**config.mk**
```make
export PLATFORM = sky130hd
export DESIGN_NAME = mul_seq_flat
export DESIGN_NICKNAME = d
export VERILOG_FILES = /design/src/rtl/mul_seq_if.sv /design/src/rtl/mul_seq.sv /design/src/flat_wrapper.sv
export SDC_FILE = /design/constraint.sdc
export NUM_CORES = 1
export LEC_CHECK = 0
export CORE_UTILIZATION = 64
export CTS_BUF_LIST = sky130_fd_sc_hd__clkbuf_4
export CTS_CLUSTER_SIZE = 40
export DETAILED_ROUTE_END_ITERATION = 7
export PLACE_DENSITY = 0.87
export SYNTH_ARGS = -nofsm -noshare
export SYNTH_HDL_FRONTEND = slang
export SYNTH_SLANG_ARGS = --single-unit
```
**constraint.sdc**
```tcl
create_clock -name clk -period 14.3 [get_ports clk]
set_clock_uncertainty 0.15 [all_clocks]
set_input_delay 2.86 -clock clk [delete_from_list [all_inputs] [get_ports clk]]
set_output_delay 2.86 -clock clk [all_outputs]
set_load 0.05 [all_outputs]
```
**src/rtl/mul_seq_if.sv**
```systemverilog
// Request/result bundle between decode and the sequential multiplier.
// Decode drives the request side; the multiplier returns stall, status and writeback data.
interface mul_seq_if #(
    parameter int unsigned XLEN = 32
);
    logic            mul_trigger;
    logic [1:0]      mul_type;
    logic [3:0]      dest_reg;
    logic [XLEN-1:0] rs1_data;
    logic [XLEN-1:0] rs2_data;
    logic [15:0]     imm;
    logic            flush;
    logic            stall;
    logic            busy;
    logic            result_valid;
    logic [XLEN-1:0] result;
    logic [3:0]      result_dest;
    logic            overflow;

    modport master (
        output mul_trigger, mul_type, dest_reg, rs1_data, rs2_data, imm, flush,
        input  stall, busy, result_valid, result, result_dest, overflow
    );

    modport slave (
        input  mul_trigger, mul_type, dest_reg, rs1_data, rs2_data, imm, flush,
        output stall, busy, result_valid, result, result_dest, overflow
    );
endinterface

```
**src/rtl/mul_seq.sv**
```systemverilog
// Sequential shift-and-add multiplier: one multiplier bit per cycle on operand magnitudes,
// sign applied once at the end; one-cycle result pulse with overflow flag.
module mul_seq #(
    parameter int unsigned XLEN  = 32,
    parameter int unsigned CNT_W = 5
) (
    input  logic     clk,
    input  logic     rst,
    mul_seq_if.slave bus
);

    typedef enum logic [1:0] {StIdle, StRun, StDone} state_e;

    state_e              state_q, state_d;
    logic [CNT_W-1:0]    cnt_q, cnt_d;
    logic                fin_q, fin_d;
    logic [2*XLEN-1:0]   acc_q, acc_d;
    logic [XLEN-1:0]     a_mag_q, a_mag_d;
    logic [XLEN-1:0]     b_mag_q, b_mag_d;
    logic                sign_q, sign_d;
    logic                signed_q, signed_d;
    logic [3:0]          dest_q, dest_d;
    logic [XLEN-1:0]     result_q, result_d;
    logic [3:0]          rdest_q, rdest_d;
    logic                ovf_q, ovf_d;

    logic [XLEN-1:0]     op_b;
    logic                is_signed, a_neg, b_neg;
    logic [2*XLEN-1:0]   partial, prod;
    logic                prod_ovf;

    // Operand B selection and magnitude extraction for the capture edge.
    always_comb begin
        is_signed = bus.mul_type[1];
        if (bus.mul_type[0]) begin
            op_b = bus.rs2_data;
        end else if (bus.mul_type[1]) begin
            op_b = {{(XLEN-16){bus.imm[15]}}, bus.imm};
        end else begin
            op_b = {{(XLEN-16){1'b0}}, bus.imm};
        end
        a_neg = is_signed & bus.rs1_data[XLEN-1];
        b_neg = is_signed & op_b[XLEN-1];
    end

    // The most-negative value negates to itself, which read unsigned is the correct magnitude.
    always_comb begin
        partial  = {{XLEN{1'b0}}, a_mag_q} << cnt_q;
        prod     = sign_q ? ({(2*XLEN){1'b0}} - acc_q) : acc_q;
        if (signed_q) begin
            prod_ovf = !((&prod[2*XLEN-1:XLEN-1]) | ~(|prod[2*XLEN-1:XLEN-1]));
        end else begin
            prod_ovf = |prod[2*XLEN-1:XLEN];
        end
    end

    always_comb begin
        state_d  = state_q;
        cnt_d    = cnt_q;
        fin_d    = fin_q;
        acc_d    = acc_q;
        a_mag_d  = a_mag_q;
        b_mag_d  = b_mag_q;
        sign_d   = sign_q;
        signed_d = signed_q;
        dest_d   = dest_q;
        result_d = result_q;
        rdest_d  = rdest_q;
        ovf_d    = ovf_q;

        if (bus.flush) begin
            state_d = StIdle;
        end else begin
            unique case (state_q)
                StIdle: begin
                    if (bus.mul_trigger) begin
                        state_d  = StRun;
                        cnt_d    = '0;
                        fin_d    = 1'b0;
                        acc_d    = '0;
                        a_mag_d  = a_neg ? (~bus.rs1_data + 1'b1) : bus.rs1_data;
                        b_mag_d  = b_neg ? (~op_b + 1'b1) : op_b;
                        sign_d   = a_neg ^ b_neg;
                        signed_d = is_signed;
                        dest_d   = bus.dest_reg;
                    end
                end
                StRun: begin
                    // XLEN bit-steps, then one extra edge to register the signed product.
                    if (fin_q) begin
                        state_d  = StDone;
                        fin_d    = 1'b0;
                        result_d = prod[XLEN-1:0];
                        rdest_d  = dest_q;
                        ovf_d    = prod_ovf;
                    end else begin
                        if (b_mag_q[cnt_q]) begin
                            acc_d = acc_q + partial;
                        end
                        cnt_d = cnt_q + CNT_W'(1);
                        if (cnt_q == CNT_W'(XLEN - 1)) begin
                            fin_d = 1'b1;
                        end
                    end
                end
                StDone: begin
                    state_d = StIdle;
                end
                default: begin
                    state_d = StIdle;
                end
            endcase
        end
    end

    always_ff @(posedge clk) begin
        if (rst) begin
            state_q  <= StIdle;
            cnt_q    <= '0;
            fin_q    <= 1'b0;
            acc_q    <= '0;
            a_mag_q  <= '0;
            b_mag_q  <= '0;
            sign_q   <= 1'b0;
            signed_q <= 1'b0;
            dest_q   <= '0;
            result_q <= '0;
            rdest_q  <= '0;
            ovf_q    <= 1'b0;
        end else begin
            state_q  <= state_d;
            cnt_q    <= cnt_d;
            fin_q    <= fin_d;
            acc_q    <= acc_d;
            a_mag_q  <= a_mag_d;
            b_mag_q  <= b_mag_d;
            sign_q   <= sign_d;
            signed_q <= signed_d;
            dest_q   <= dest_d;
            result_q <= result_d;
            rdest_q  <= rdest_d;
            ovf_q    <= ovf_d;
        end
    end

    assign bus.stall        = ((state_q == StIdle) & bus.mul_trigger) | (state_q == StRun);
    assign bus.busy         = (state_q != StIdle);
    assign bus.result_valid = (state_q == StDone);
    assign bus.result       = result_q;
    assign bus.result_dest  = rdest_q;
    assign bus.overflow     = ovf_q;

endmodule
```
**src/flat_wrapper.sv**
```systemverilog
// flat-port wrapper written by rule: the top's interface ports become plain ports
module mul_seq_flat 
#(
    parameter int unsigned XLEN  = 32,
    parameter int unsigned CNT_W = 5
)
  (clk, rst, bus_mul_trigger, bus_mul_type, bus_dest_reg, bus_rs1_data, bus_rs2_data, bus_imm, bus_flush, bus_stall, bus_busy, bus_result_valid, bus_result, bus_result_dest, bus_overflow);
  mul_seq_if #(.XLEN(XLEN)) bus_i ();
  input  logic clk;
  input  logic rst;
  input wire logic [$bits(bus_i.mul_trigger)-1:0] bus_mul_trigger;
  input wire logic [$bits(bus_i.mul_type)-1:0] bus_mul_type;
  input wire logic [$bits(bus_i.dest_reg)-1:0] bus_dest_reg;
  input wire logic [$bits(bus_i.rs1_data)-1:0] bus_rs1_data;
  input wire logic [$bits(bus_i.rs2_data)-1:0] bus_rs2_data;
  input wire logic [$bits(bus_i.imm)-1:0] bus_imm;
  input wire logic [$bits(bus_i.flush)-1:0] bus_flush;
  output wire logic [$bits(bus_i.stall)-1:0] bus_stall;
  output wire logic [$bits(bus_i.busy)-1:0] bus_busy;
  output wire logic [$bits(bus_i.result_valid)-1:0] bus_result_valid;
  output wire logic [$bits(bus_i.result)-1:0] bus_result;
  output wire logic [$bits(bus_i.result_dest)-1:0] bus_result_dest;
  output wire logic [$bits(bus_i.overflow)-1:0] bus_overflow;
  assign bus_i.mul_trigger = bus_mul_trigger;
  assign bus_i.mul_type = bus_mul_type;
  assign bus_i.dest_reg = bus_dest_reg;
  assign bus_i.rs1_data = bus_rs1_data;
  assign bus_i.rs2_data = bus_rs2_data;
  assign bus_i.imm = bus_imm;
  assign bus_i.flush = bus_flush;
  assign bus_stall = bus_i.stall;
  assign bus_busy = bus_i.busy;
  assign bus_result_valid = bus_i.result_valid;
  assign bus_result = bus_i.result;
  assign bus_result_dest = bus_i.result_dest;
  assign bus_overflow = bus_i.overflow;
  mul_seq #(.XLEN(XLEN), .CNT_W(CNT_W)) u_core (.clk(clk), .rst(rst), .bus(bus_i));
endmodule
```
# Word-level counts from Yosys, hierarchy flattened
# Index checks and enable logic that the tools add are counted.
# totals
wordCells	72
output_inout_bits	40
reg_bits	179
inputBits	90
# op_classes
muxes	22
n_addsub	5
bitwise_logic	10
reduce_logical	14
eq_ne	7
shift	1
magnitude_cmp	1
# op_table
cell	n
$mux 64	4
$mux 32	4
$pmux 64 s2	1
$add 32x1->32 const B	2
$add 64x64->64	1
$not 32->32	2
$shl 32x5->64	1
$sub 1x64->64 const A	1
$reduce_and 33->1	1
$reduce_or 33->1	1
$reduce_or 32->1	1
$mux 5	2
$pmux 5 s2	1
$reduce_and 3->1	3
$lt 5x6->1 const B	1
$add 5x1->5 const B	1
$bmux 1 s5	1
$eq 5x5->1 const B	1
$mux 1	5
$reduce_and 5->1	1
$mux 2	2
$ne 2x1->1 const B	2
$ne 2x2->1 const B	2
$pmux 2 s2	1
13 further kinds	18

# Longest topological paths before layout
# Gate-level depths: netlist (run 1).
# logic_depth
ltp_word	7
depth_mapped	22
mapped_depth_nobuf	19

# Worst setup path before layout (run 1)
# Ideal clock, no wire load.
# synth_path
path_kind	input -> register
startpoint	input bus_mul_type[0]
endpoint	register u_core.b_mag_q[26]
required_time_ps	14064
setup_ps	86
n_path_buf	5
arrival_ps	6348
setup_slack_ps	7716
path_stages	16
path_cell_list	clkbuf_1 -> buf_1 -> buf_1 -> buf_1 -> clkbuf_1 -> mux2i_1 -> ha_1 -> o221ai_1 -> nor3_1 -> nand2_1 -> nor2_1 -> a21oi_1 -> a21oi_1 -> o21ai_0 -> xor2_1 -> a211oi_1
# synth_via
elab_chain_cells	4
elab_cells_between_ends	5
classes_between	1 x add/sub; 2 x mux; 2 x bitwise
# synth_rtl
element	line	source
start, declared	flat_wrapper.sv:12	input wire logic [$bits(bus_i.mul_type)-1:0] bus_mul_type;
$mux 32 (*)	mul_seq.sv:35	if (bus.mul_type[0]) begin
$not 32->32	mul_seq.sv:82	b_mag_d = b_neg ? (~op_b + 1'b1) : op_b;
$add 32x1->32	mul_seq.sv:82	
$mux 32 (*)	mul_seq.sv:82	
end signal, assigned	mul_seq.sv:136	b_mag_q <= b_mag_d;
end, declared	mul_seq.sv:19	logic [XLEN-1:0] b_mag_q, b_mag_d;
# Mark *: on every way between the ends. The rest lies on a longest branch, timed or not.
# A chain may end at the register's enable or synchronous reset.

# Worst setup path in the final report (run 1)
# layout_path
startpoint	input bus_mul_trigger
endpoint	output bus_stall
# layout_via
elab_chain_cells	2
# layout_rtl
element	line	source
start, declared	flat_wrapper.sv:11	input wire logic [$bits(bus_i.mul_trigger)-1:0] bus_mul_trigger;
$and 1x1->1	mul_seq.sv:146	assign bus.stall = ((state_q == StIdle) & bus.mul_trigger) | (state_q == StRun);
$or 1x1->1	mul_seq.sv:146	
end, declared	flat_wrapper.sv:18	output wire logic [$bits(bus_i.stall)-1:0] bus_stall;
# No other way between the ends.

==> results of run 1 <==
## per-stage QoR
step	setup WS [ps]	cell area, um2
after floorplan	7716	15340
after detailed placement	6985	16590
after global placement	6981	16590
after global routing	6932	16860
final	6984	16870
after CTS	6981	16860
## sequential cells by signal, indices dropped and copies added, names as in the netlist
| register | count |
|---|---|
| u_core.a_mag_q | 32 |
| u_core.acc_q | 64 |
| u_core.b_mag_q | 32 |
| u_core.bus.overflow | 1 |
| u_core.bus.result | 32 |
| u_core.bus.result_dest | 4 |
| u_core.cnt_q | 5 |
| u_core.dest_q | 4 |
| u_core.fin_q | 1 |
| u_core.sign_q | 1 |
| u_core.signed_q | 1 |
| u_core.state_q | 2 |
## critical path, cell delays in order
cell and delay, ps:
sky130_fd_sc_hd__clkdlybuf4s50_1 490, sky130_fd_sc_hd__nor2_1 60, sky130_fd_sc_hd__nor2_1 90, sky130_fd_sc_hd__clkdlybuf4s50_1 810
## worst paths after layout
kind,from,endpoint,slack (ps)
setup / recovery,bus_mul_trigger,bus_stall,6980
hold / removal,u_core.b_mag_q[15],u_core.b_mag_q[15],310
setup reg to reg,u_core.cnt_q[0],u_core.acc_q[61],8260
hold reg to reg,u_core.b_mag_q[15],u_core.b_mag_q[15],310
## power breakdown
group	leakage [uW]	switching, uW	internal [uW]
Combinational	0.00450	124	90.5
Sequential	0.00145	12.2	512
Clock	0.000149	207	76.7
Total	0.00611	344	679
## kinds of logic (layout without fill, tap and decap cells)
logic type	count (synthesis)	in the layout	share of synthesized area [%]
simple gates	743	743	23.67
compound gates	588	588	23.83
flops	179	179	23.36
buf+inv	177	206	4.340
xor+xnor	153	153	8.737
mux	113	113	10.38
fa+ha+maj	69	69	5.678
other cells	0	2	0
## per-layer routing
layer  track usage [%]  part of all wire, %  wire length [um]  up-vias
li1                  -                    -                 -     7519
met1             49.53                   44             19460     7184
met2             57.25                   45             19890      708
met3             6.231                  8.6              3799       86
met4             11.06                  2.3               998        0
met5                 0                    0                 0        -
## cells in the mapped netlist (37+ instances only)
cell                       count
sky130_fd_sc_hd__xnor2_1      66
sky130_fd_sc_hd__nand4_1      37
sky130_fd_sc_hd__o21ai_0     124
sky130_fd_sc_hd__nand3_1      43
sky130_fd_sc_hd__a211oi_1     62
sky130_fd_sc_hd__nor3_1       76
sky130_fd_sc_hd__or3_1        38
sky130_fd_sc_hd__clkbuf_1    126
sky130_fd_sc_hd__dfxtp_1     179
sky130_fd_sc_hd__a21oi_1     207
sky130_fd_sc_hd__mux2i_1      51
sky130_fd_sc_hd__nor2_1      215
sky130_fd_sc_hd__xor2_1       87
sky130_fd_sc_hd__ha_1         68
sky130_fd_sc_hd__nand2_1     197
## cell type report
type | count | share of cell area, %
Multi-Input combinational cell | 1666 | 65.82
Sequential cell | 179 | 21.28
Timing Repair Buffer | 141 | 8.145
Tap cell | 319 | 2.366
Clock inverter | 14 | 0.8457
Clock buffer | 17 | 0.7567
Inverter | 34 | 0.7567
Antenna cell | 2 | 0.02967
==> qor.tcl, run 1 <==
set qor(outcome) {completed}
set qor(worst_ep_required_time_ps) 11290
set qor(cp_data_arrival_time_ps) 4310
set qor(synth_top_area_cells) {sky130_fd_sc_hd__dfxtp_1, sky130_fd_sc_hd__a21oi_1, sky130_fd_sc_hd__ha_1}
set qor(grt_start_max_net_pins) 109
set qor(yosysUniqueCellTypes) 68
set qor(drc) 0
set qor(dieHeight_um) 156.8
set qor(core-area_um2) 23470
set qor(worst_hold_path_type) {reg2reg}
set qor(grt_first_pass_wirelength_um) 70750
set qor(setup_viol_count_final) 0
set qor(vias_per_cell) 6.533
set qor(layout.cells.most_common) {sky130_fd_sc_hd__nor2_1}
set qor(final_util_pct) 71.86
set qor(synth_sequential_area_ratio_pct) 23.36
set qor(synth_area_leader_cell) {sky130_fd_sc_hd__dfxtp_1}
set qor(power.static_leakage_uw) 0.006108
set qor(max_slew_margin_pct) 30.00
set qor(detailedRoute.firstPassIterationCount) 8
set qor(synth-main-ff-cell) {sky130_fd_sc_hd__dfxtp_1}
set qor(ff_latch_area_um2) 3590
set qor(dieArea_um2) 24590
set qor(drv_cap) 0
set qor(layout_worst_path_cycle_share_pct) 51.16
set qor(maximum_resistive_drop_on_vdd_mv) 0.03883
set qor(cts_num_sinks) 179
set qor(routabilityCongestion) 0.9833
set qor(ioPinCount) 130
set qor(critical_path.max_fanout) 3
set qor(rows) 56
set qor(total_power_uw) 1023
set qor(tightest_slew_ps) 1050
set qor(vias) 15497
set qor(cts.path.max_buffers) 2
set qor(clkTransAtPathRegs_ps) 150
set qor(power_density_nw_per_um2) 60.63
set qor(syn_area_um2) 15340
set qor(grt_antenna_before_repair) 2
set qor(via_count_of_the_first_global_routing_pass) 13933
set qor(io_buffers) 129
set qor(postSynthRegisterBits) 179
set qor(cts_made_buffers) 17
set qor(layout-drive-gt1-share_pct) 6.680
set qor(cts_setup_buffers) 0
set qor(die_w_um) 156.8
set qor(ctsRootBufferMaster) {sky130_fd_sc_hd__clkbuf_4}
set qor(fillerInstances) 1947
set qor(cts_tree) {built}
set qor(grt_setup_unrepaired) {false}
set qor(hold_viol) 0
set qor(wl_per_cell_um) 18.61
set qor(worstRegToRegCells) 19
set qor(multi_input_logic_area_um2) 11100
set qor(fin_setup_tns_ps) 0
set qor(final_cell_mix) {sky130_fd_sc_hd__nor2_1, sky130_fd_sc_hd__a21oi_1, sky130_fd_sc_hd__nand2_1}
set qor(area_growth_syn_to_layout_pct) 9.969
set qor(critical_path.endpoint_type) {primary output}
set qor(clk-insertion-delay-late_ps) 630
set qor(finalCriticalPeriod_ps) 7316
set qor(cts-resized-gates) 0
set qor(layoutNonFillerInstCount) 2372
set qor(placed_instance_count) 2339
set qor(syn_nets) 2181
set qor(fin_hold_ws_ps) 308.9
set qor(dr.first_iter.drc_count) 1495
set qor(place.detailed.hpwl_um) 33680
set qor(synth_top_cell_area_share_pct) 23.36
set qor(criticalPathCategory) {in2out}
set qor(synthesis.area_per_instance_um2) 7.585
set qor(syn_inst) 2022
set qor(drt-total-wl_um) 44150
set qor(postCtsHoldBufs) 0
set qor(global_route.overflow_total) 0
set qor(layout.nets) 2198
set qor(report.final.slew_viol_count) 0
set qor(start_kind) {input pin}
set qor(ant_nets) 0
set qor(floorplan.initialDensity_pct) 65.34
set qor(htree_levels) 4
set qor(asyncSetResetFlopFracSynth_pct) 0
set qor(synthesis.yosys.warnings) 0
set qor(synth-edff-count) 0
set qor(maxClockFrequency_mhz) 136.7
set qor(global_route.usage.total_pct) 36.02
set qor(holdPathStages) 2
Power figures use the tool's default switching activity.
==> run 2: changes to the inputs <==
--- a/config.mk
+++ b/config.mk
@@ -5,11 +5,11 @@
 export SDC_FILE = /design/constraint.sdc
 export NUM_CORES = 1
 export LEC_CHECK = 0
-export CORE_UTILIZATION = 64
+export CORE_UTILIZATION = 61
 export CTS_BUF_LIST = sky130_fd_sc_hd__clkbuf_4
 export CTS_CLUSTER_SIZE = 40
 export DETAILED_ROUTE_END_ITERATION = 7
-export PLACE_DENSITY = 0.87
+export PLACE_DENSITY = 0.83
 export SYNTH_ARGS = -nofsm -noshare
 export SYNTH_HDL_FRONTEND = slang
 export SYNTH_SLANG_ARGS = --single-unit
==> constraint.sdc (replaced) <==
create_clock -name clk -period 7.2 [get_ports clk]
set_clock_uncertainty 0.15 [all_clocks]
set_input_delay 1.44 -clock clk [delete_from_list [all_inputs] [get_ports clk]]
set_output_delay 1.44 -clock clk [all_outputs]
set_load 0.05 [all_outputs]
==> run 2 against run 1 <==
  * The flow now finishes with violations (DRC)
  * Wire length fell by 1.4%
  * Critical path type is now reg2reg
  * Cell area rose by 0.13%
  * Flip-flop and latch count did not move
  * Critical endpoint is now u_core.acc_q[58]
  * Utilization fell by 2.8 points
  * Critical path depth rose by 12
  * Sequential power rose by 98%
  * Highest routed layer unchanged
  * Sequential share of layout area barely moved
==> qor.tcl, run 2 (synthesis results as in run 1) <==
set qor(fillerInstances) 2098 ;# was 1,947
set qor(postCtsHoldBufs) 0 ;# unchanged
set qor(criticalPathCategory) {reg2reg} ;# was in2out
set qor(grt_setup_unrepaired) {false} ;# unchanged
set qor(global_route.overflow_total) 0 ;# unchanged
set qor(cts-resized-gates) 0 ;# unchanged
set qor(ioPinCount) 130 ;# unchanged
set qor(tightest_slew_ps) 1088 ;# was 1050 ps
set qor(layout.nets) 2197 ;# was 2,198
set qor(vias_per_cell) 6.444 ;# was 6.533
set qor(finalWorstSetupSlack_ps) 1397 ;# was 6984 ps
set qor(vias) 15304 ;# was 15,497
set qor(hold_viol) 0 ;# unchanged
set qor(critical_path.slowest_cell) {sky130_fd_sc_hd__dfxtp_2} ;# was sky130_fd_sc_hd__clkdlybuf4s50_1
set qor(final_cell_mix) {sky130_fd_sc_hd__nor2_1, sky130_fd_sc_hd__a21oi_1, sky130_fd_sc_hd__nand2_1} ;# unchanged
set qor(grt_start_max_net_pins) 109 ;# unchanged
set qor(drc) 1 ;# was 0
set qor(critical-path-max-stage-delay_ps) 1080 ;# was 810 ps
set qor(ctsRootBufferMaster) {sky130_fd_sc_hd__clkbuf_4} ;# unchanged
set qor(drt-total-wl_um) 43520 ;# was 44,150 um
set qor(wl_per_cell_um) 18.32 ;# was 18.61 um
set qor(dr.first_iter.drc_count) 1710 ;# was 1,495
set qor(maxClockFrequency_mhz) 172.3
set qor(place.detailed.hpwl_um) 33210 ;# was 33,680 um
set qor(critical_path.endpoint_type) {register} ;# was primary output
set qor(ant_nets) 0 ;# unchanged
set qor(clk-insertion-delay-late_ps) 610 ;# was 630 ps
set qor(power_density_nw_per_um2) 122.4 ;# was 60.63 nW/um2
set qor(fin_setup_tns_ps) 0 ;# unchanged
set qor(rows) 57 ;# was 56
set qor(detailedRoute.firstPassIterationCount) 8 ;# unchanged
set qor(routabilityCongestion) 0.9861 ;# was 0.9833
set qor(cts_tree) {built} ;# unchanged
set qor(grt_first_pass_wirelength_um) 70880 ;# was 70,750 um
set qor(report.final.slew_viol_count) 0 ;# unchanged
set qor(power.static_leakage_uw) 0.006111 ;# was 0.006108 uW
set qor(outcome) {finished, violations left} ;# was completed
set qor(worstPathCellList) {mux2_2 > o21ai_0 > nor2_1 > a21oi_1 > nor3_1 > ha_1 > nand4_1 > a211oi_1 > a21oi_1 > a2111o_1 > a22oi_1 > a41oi_1 > o31ai_1 > a221oi_1 > xor2_1 > o21ai_0} ;# was clkdlybuf4s50_1 > nor2_1 > nor2_1 > clkdlybuf4s50_1
set qor(layout-drive-gt1-share_pct) 6.634 ;# was 6.680%
set qor(max_slew_margin_pct) 27.44 ;# was 30.00%
set qor(cts.path.max_buffers) 2 ;# unchanged
set qor(dieHeight_um) 160.6 ;# was 156.8 um
set qor(violations) {DRC}
set qor(clkTransAtPathRegs_ps) 160 ;# was 150 ps
set qor(multi_input_logic_area_um2) 11100 ;# unchanged
set qor(global_route.usage.total_pct) 33.77 ;# was 36.02%
set qor(setup_viol_count_final) 0 ;# unchanged
set qor(largest-register) {u_core.acc_q} ;# unchanged
set qor(cts_num_sinks) 179 ;# unchanged
set qor(via_count_of_the_first_global_routing_pass) 13813 ;# was 13,933
set qor(io_buffers) 129 ;# unchanged
set qor(cp_data_arrival_time_ps) 6180 ;# was 4310 ps
set qor(htree_levels) 4 ;# unchanged
set qor(cts_setup_buffers) 0 ;# unchanged
set qor(area_growth_syn_to_layout_pct) 10.12 ;# was 9.969%
set qor(drv_cap) 0 ;# unchanged
set qor(critical_path.max_fanout) 52 ;# was 3
set qor(floorplan.initialDensity_pct) 62.70 ;# was 65.34%
set qor(start_kind) {register} ;# was input pin
set qor(final_util_pct) 69.04 ;# was 71.86%
set qor(finalCriticalPeriod_ps) 5803
set qor(dieArea_um2) 25780 ;# was 24,590 um2
set qor(die_w_um) 160.6 ;# was 156.8 um
set qor(worst_ep_required_time_ps) 7580 ;# was 11,290 ps
set qor(layout.cells.most_common) {sky130_fd_sc_hd__nor2_1} ;# unchanged
set qor(maximum_resistive_drop_on_vdd_mv) 0.09685 ;# was 0.03883 mV
set qor(worst_hold_path_type) {reg2reg} ;# unchanged
set qor(cts_made_buffers) 17 ;# unchanged
set qor(ff_latch_area_um2) 3590 ;# unchanged
set qor(layout_worst_path_cycle_share_pct) 80.59
set qor(max_reg_flops) 64 ;# unchanged
set qor(core-area_um2) 24460 ;# was 23,470 um2
set qor(grt_antenna_before_repair) 1 ;# was 2
set qor(pre_cts_slack_ps) 1541 ;# was 6985 ps
-- run 2: cell count changes in the layout (fill, tap and decap cells not counted), sizes merged --
cell / change
clkinvlp: +1
buf: -1
diode: -1
bufinv: +1
clkinv: -2
-- run 2: stage by stage --
step           instance area, um2  total power, uW  hold slack [ps]  instances
5_1_grt                     16890             2158            337.2       2375
6_report                    16890             2066            311.7       2375
2_1_floorplan               15340             1338            278.7       2022
3_5_place_dp                16590             1480            292.8       2343
4_1_cts                     16890             2071            313.1       2374
3_3_place_gp                16590             1471            286.5       2343
-- run 2: final timing paths --
kind / slack, ps / cells past startpoint / start / end
setup reg to reg: 1400 / 16 / u_core.cnt_q[1] / u_core.acc_q[58]
setup / recovery: 1400 / 16 / u_core.cnt_q[1] / u_core.acc_q[58]
hold / removal: 310 / 2 / u_core.b_mag_q[25] / u_core.b_mag_q[25]
hold reg to reg: 310 / 2 / u_core.b_mag_q[25] / u_core.b_mag_q[25]
-- run 2: layer usage --
| metal | global-route usage [%] | vias to the layer above | share of wire (%) |
|---|---|---|---|
| li1 | - | 7519 | - |
| met1 | 49.16 | 6991 | 46 |
| met2 | 51.30 | 712 | 43 |
| met3 | 4.545 | 82 | 8.0 |
| met4 | 10.87 | 0 | 2.4 |
| met5 | 0 | - | 0 |
-- run 2: report_power, final --
group / internal (uW) / switching (uW) / leakage, uW
clock network: 188 / 412 / 0.000157
registers: 1020 / 28.2 / 0.00145
logic: 180 / 241 / 0.00450
-- run 2: worst max-delay path: cells and delay by family (launching register included) --
kind / cells / cell delay, ps
flip-flops: 1 / 1080
adder cells (fa/ha/maj): 1 / 430
XOR/XNOR: 1 / 190
AO/OA/AOI/OAI: 10 / 3100
AND/OR/NAND/NOR: 3 / 350
multiplexers: 1 / 430
-- run 2: layout make-up --
class | instances | share of cell area (%)
Multi-Input combinational cell | 1666 | 65.73
Sequential cell | 179 | 21.25
Timing Repair Buffer | 140 | 8.090
Tap cell | 324 | 2.400
Clock inverter | 14 | 1.000
Clock buffer | 17 | 0.7557
Inverter | 34 | 0.7557
Antenna cell | 1 | 0.01482
